===== src/rtl/buffer_pkg.sv =====
// Shared definitions for buffer_loader: FSM state encoding and the
// on-chip footprint check applied to a requested ifmap width.
package buffer_pkg;

    typedef logic [2:0] loader_state_t;

    localparam loader_state_t S_IDLE = 3'd0;
    localparam loader_state_t S_LOAD = 3'd1;
    localparam loader_state_t S_KICK = 3'd2;
    localparam loader_state_t S_WAIT = 3'd3;
    localparam loader_state_t S_DONE = 3'd4;

    localparam int unsigned MIN_IFMAP_WIDTH = 3;
    localparam int unsigned FOOTPRINT_BITS  = 34;

    // The ifmap (W*W) plus the (W-2)*(W-2) output region must fit in the buffer.
    // 34 bits hold the worst case for a 16-bit W without wrapping.
    function automatic logic [FOOTPRINT_BITS-1:0] footprint(input logic [15:0] w);
        logic [FOOTPRINT_BITS-1:0] wx;
        logic [FOOTPRINT_BITS-1:0] wm;
        wx = {{(FOOTPRINT_BITS-16){1'b0}}, w};
        wm = wx - 34'd2;
        return wx * wx + wm * wm;
    endfunction

endpackage


===== src/rtl/buffer_loader.sv =====
// Streams a square ifmap into a buffer, kicks the router, waits for its
// completion flag. Optional cycle counter: define BUFFER_LOADER_PERF_EN.
module buffer_loader
    import buffer_pkg::*;
#(
    parameter int dataSize    = 8,
    parameter int numRegister = 256,
    localparam int nAddress   = $clog2(numRegister)
) (
    input  logic                clk,
    input  logic                nrst,
    input  logic                start_i,
    input  logic [15:0]         cfg_ifmap_width,
    input  logic [dataSize-1:0] in_data_i,
    input  logic                in_valid_i,
    output logic                in_ready_o,
    output logic [dataSize-1:0] wr_data,
    output logic [nAddress-1:0] wr_addr,
    output logic                wr_en,
    output logic                ctrl_start,
    input  logic                flag_done,
    output logic                busy_o,
    output logic                done_o,
    output logic                cfg_err_o
`ifdef BUFFER_LOADER_PERF_EN
    ,
    output logic [31:0]         perf_cycles_o
`endif
);

    loader_state_t       state;
    logic [31:0]         n_q;
    logic [nAddress-1:0] cnt;
    logic [31:0]         cfg_n;
    logic                cfg_ok;
    logic                xfer;
    logic                last;

    assign cfg_n  = 32'(cfg_ifmap_width) * 32'(cfg_ifmap_width);
    assign cfg_ok = (cfg_ifmap_width >= 16'(MIN_IFMAP_WIDTH)) &&
                    (footprint(cfg_ifmap_width) <= FOOTPRINT_BITS'(numRegister));

    // Handshake: an element moves when in_valid_i && in_ready_o at a rising clk;
    // in_ready_o depends only on state, so it never combinationally follows in_valid_i.
    assign in_ready_o = (state == S_LOAD);
    assign xfer       = in_valid_i && in_ready_o;
    assign last       = (32'(cnt) == n_q - 32'd1);

    assign ctrl_start = (state == S_KICK);
    assign done_o     = (state == S_DONE);
    assign busy_o     = (state != S_IDLE);

    always_ff @(posedge clk) begin
        if (!nrst) begin
            state     <= S_IDLE;
            n_q       <= '0;
            cnt       <= '0;
            wr_en     <= 1'b0;
            wr_addr   <= '0;
            wr_data   <= '0;
            cfg_err_o <= 1'b0;
        end else begin
            wr_en <= xfer;
            if (xfer) begin
                wr_addr <= cnt;
                wr_data <= in_data_i;
                cnt     <= cnt + 1'b1;
            end
            case (state)
                S_IDLE: begin
                    if (start_i) begin
                        if (cfg_ok) begin
                            cfg_err_o <= 1'b0;
                            n_q       <= cfg_n;
                            cnt       <= '0;
                            state     <= S_LOAD;
                        end else begin
                            cfg_err_o <= 1'b1;
                        end
                    end
                end
                S_LOAD: begin
                    if (xfer && last) state <= S_KICK;
                end
                S_KICK: state <= S_WAIT;
                S_WAIT: begin
                    if (flag_done) state <= S_DONE;
                end
                S_DONE: state <= S_IDLE;
                default: state <= S_IDLE;
            endcase
        end
    end

`ifdef BUFFER_LOADER_PERF_EN
    // The accepted start cycle counts as 1; every busy cycle through S_DONE adds one.
    always_ff @(posedge clk) begin
        if (!nrst) begin
            perf_cycles_o <= '0;
        end else if (state == S_IDLE) begin
            if (start_i && cfg_ok) perf_cycles_o <= 32'd1;
        end else if (perf_cycles_o != '1) begin
            perf_cycles_o <= perf_cycles_o + 32'd1;
        end
    end
`endif

endmodule


===== config.mk =====
export PLATFORM = sky130hd
export DESIGN_NAME = buffer_loader
export DESIGN_NICKNAME = d
export VERILOG_FILES = /design/src/rtl/buffer_pkg.sv /design/src/rtl/buffer_loader.sv
export SDC_FILE = /design/constraint.sdc
export NUM_CORES = 1
export LEC_CHECK = 0
export BUFFER_PORTS_ARGS = -buffer_cell sky130_fd_sc_hd__buf_4
export CAP_MARGIN = 20
export CORE_MARGIN = 10
export CORE_UTILIZATION = 50
export DETAILED_ROUTE_END_ITERATION = 10
export PLACE_DENSITY = 0.66
export SLEW_MARGIN = 20
export SYNTH_ARGS = -nofsm -noshare
export SYNTH_HDL_FRONTEND = slang
export SYNTH_SLANG_ARGS = --single-unit

===== constraint.sdc =====
create_clock -name clk -period 31.8 [get_ports clk]
set_clock_uncertainty 0.2 [all_clocks]
set_input_delay 4.77 -clock clk [delete_from_list [all_inputs] [get_ports clk]]
set_output_delay 4.77 -clock clk [all_outputs]
set_load 0.05 [all_outputs]

==> metrics.md <==
| Metric | Value |
|---|---|
| Status | `finished, final reports clean` |
| Clk slew on worst S/H paths | `50 ps` |
| Setup CP Type | `in2reg` |
| Fraction of layout cells with a size suffix above 1 | `0.04232` |
| Site Rows | `85` |
| Htree depth | `3` |
| # setup viols final | `0` |
| Crit path DAT | `15560 ps` |
| PostCTS Resize Cnt | `0` |
| Post-route DRC | `0` |
| Max-Cap Viols | `0` |
| Min Tclk post-route | `15550 ps` |
| GR Layer Usage met2 | `0.3943` |
| # nets final | `3877` |
| Max-slew violations | `0` |
| Kind of end point of the critical path | `flip-flop` |
| Ys flop type | `dfxtp_1` |
| Starting density of the core | `0.5035` |
| Antenna Cells | `0` |
| Gp weighted congestion | `0.9419` |
| Via Count | `18950` |
| Top post-synthesis cells by area | `fa_1 48%, ha_1 13%, inv_1 12%` |
| Routed WL per cell | `18.24 um` |
| Critical path peak fanout | `32` |
| CP max-delay cell | `or4_1` |
| RR Startpoint | `n_q[15]` |
| Num CTS Buffers | `9` |
| Core area | `53600 um^2` |
| Top-count cell post-synth | `inv_1` |
| Die width | `252.3 um` |
| Synth-to-Final Area Change | `5.151%` |
| Register area share after synthesis | `0.04451` |
| Netlist Area Pre-Place | `26990 um^2` |
| Syn_area_per_cell | `9.258 um^2` |
| First-pass GRT wire length | `109500 um` |
| Largest net degree at the start of global routing | `52` |
| Drt pass-1 iters | `5` |
| Clock Tree Buf Depth | `2` |
| Final WL | `66140 um` |
| Met3 Use GR | `0.02118` |
| CTS Sinks | `60` |
| CP startpoint kind | `input port` |
| CTS root buffer | `clkbuf_16` |
| Synth top area share | `0.4807` |
| Clock latency on the worst-skew pair | `320 ps` |
| Syn Inst Count | `2915` |
| Asr flop ratio synth | `0` |
| Initial DRC count | `1009` |
| Hold_ws | `266.9 ps` |
| Grt peak-use layer | `met2` |
| Grt ovf | `0` |
| Number of global-route vias before repair | `21090` |
| Yosys top cell by area | `fa_1` |
| Max Clock Freq | `64.30 MHz` |
| Final period utilization | `0.4891` |
| RSZ-0062 raised after global routing | `false` |
| Die Span Y | `252.3 um` |
| Setup TNS | `0 ps` |
| CP endpoint | `cnt[0]` |
| Fill cells | `4973` |
| EDFF count, synth | `0` |
| R2R Setup Slk | `28190 ps` |
| Hold_buf cts | `0` |
| Antenna Nets Post-Route | `0` |
| Required @ worst endpoint | `31800 ps` |
| Post-synthesis register bit count | `60` |
| Via density | `5.226` |
| GRT Util Overall | `0.2182` |
| Most frequent cells after synthesis | `888 x inv_1, 648 x fa_1, 275 x ha_1, 207 x nand2_1, 143 x nor2_1` |
| Reg2reg path depth | `10` |
| Setup crit start | `cfg_ifmap_width[9]` |
| Hold Vio Cnt, Final | `0` |
| Cell mode on critical path | `fa_1` |
| CTS tree | `yes` |
| Postcts setup bufs | `0` |
| Yosys cell types | `89` |
| R2R Path End | `state[0]` |
| Slowest Stage Delay on Critical Path | `580 ps` |
| I/O pin total | `51` |
| Routing usage on met1 | `0.2772` |
| PortBufs | `50` |
| Max_slew headroom | `0.2276` |
| Min-Delay Path Class | `reg2reg` |
| Initial antenna violation count | `0` |
| Worst slew pin tran | `1150 ps` |
| Post-DP HPWL | `58440 um` |
| Die area | `63670 um^2` |
| Yosys warns | `0` |
[routing by layer]
metal | vias to the layer above | part of all wire
li1 | 8659 | -
met1 | 9733 | 0.40
met2 | 473 | 0.52
met3 | 85 | 0.049
met4 | 0 | 0.025
met5 | - | 0
[worst max-delay path: cells and delay by family]
kind | cells | cell delay [ps]
multiplexers | 1 | 280
AO/OA/AOI/OAI | 7 | 1890
adder cells (fa/ha/maj) | 9 | 4120
XOR/XNOR | 1 | 470
buffers and inverters | 7 | 1290
AND/OR/NAND/NOR | 9 | 2690
[placed cells by master (no fill, tap or decap), types with 4 or more instances in the layout]
master | Yosys | layout
fa_1 | 648 | 648
nor2_1 | 143 | 143
o21a_1 | 8 | 8
o21bai_1 | 8 | 8
a2111oi_0 | 4 | 4
nand2b_1 | 11 | 11
a31oi_1 | 12 | 12
conb_1 | 2 | 7
nor3_1 | 35 | 35
nand3_1 | 18 | 18
xnor2_1 | 68 | 67
nand4_1 | 20 | 20
or4_1 | 4 | 4
a211oi_1 | 9 | 9
o21ai_0 | 35 | 35
ha_1 | 275 | 275
a21boi_0 | 18 | 18
and2_1 | 51 | 51
inv_1 | 888 | 887
clkbuf_16 | 0 | 9
a21oi_1 | 65 | 65
mux2i_1 | 34 | 34
xor2_1 | 28 | 28
dfxtp_1 | 60 | 60
nor4_1 | 12 | 12
clkbuf_8 | 0 | 4
nand2_1 | 207 | 207
a21o_1 | 19 | 19
nor3b_1 | 7 | 7
nor2b_1 | 38 | 38
or3_1 | 7 | 7
a211o_1 | 4 | 4
o211ai_1 | 5 | 5
and3_1 | 8 | 8
or2_2 | 12 | 12
buf_4 | 0 | 69
clkinv_1 | 6 | 7
[through the flow]
stage	cell area, um^2	util	instances	worst slack [ps]
after floorplan	27010	-	2920	17730
after global placement	28050	0.5234	3610	16040
after detailed placement	28050	0.5234	3610	15760
after CTS	28380	0.5294	3626	16060
after global routing	28380	0.5294	3626	15590
final	28380	0.5294	3626	16250
[cell families (layout without fill, tap and decap cells)]
| logic type | count (synthesis) | after routing | synth area share |
|---|---|---|---|
| other | 2 | 7 | 0.0002783 |
| adders and majority gates | 923 | 923 | 0.6082 |
| DFF | 60 | 60 | 0.04451 |
| buffers and inverters | 969 | 979 | 0.1372 |
| muxes | 36 | 36 | 0.01345 |
| and+or+nand+nor | 596 | 596 | 0.1072 |
| xor gates and xnor gates | 96 | 96 | 0.03116 |
| AOI/OAI and AO/OA | 233 | 233 | 0.05800 |
[state kept, by name (all words and copies together) (netlist names)]
| register | cells |
|---|---|
| wr_en | 1 |
| cnt | 8 |
| wr_data | 8 |
| state | 3 |
| wr_addr | 8 |
| cfg_err_o | 1 |
| n_q | 31 |
[worst min path at each step]
stage	startpoint	to	slack, ps	cells past startpoint
detailed placement	wr_data[2]	wr_data[2]	260	2
global placement	wr_data[4]	wr_data[4]	250	2
floorplan	n_q[18]	n_q[18]	270	2
CTS	wr_data[2]	wr_data[2]	270	2
global route	wr_data[2]	wr_data[2]	300	2
finish	wr_data[2]	wr_data[2]	270	2
[area by class of cell]
class / instances / area, um^2 / share of cell area
inverters: 894 / 3356 / 0.1183
multi-input cells: 1891 / 22110 / 0.7791
clock buffers: 13 / 280.3 / 0.009877
clock inverters: 3 / 42.54 / 0.001499
repair buffers: 69 / 518.0 / 0.01825
well taps: 696 / 870.8 / 0.03069
flip-flops and latches: 60 / 1201 / 0.04233
Power is not shown: default switching activity piles up to over one toggle a cycle in this logic, so the estimate is an artifact.
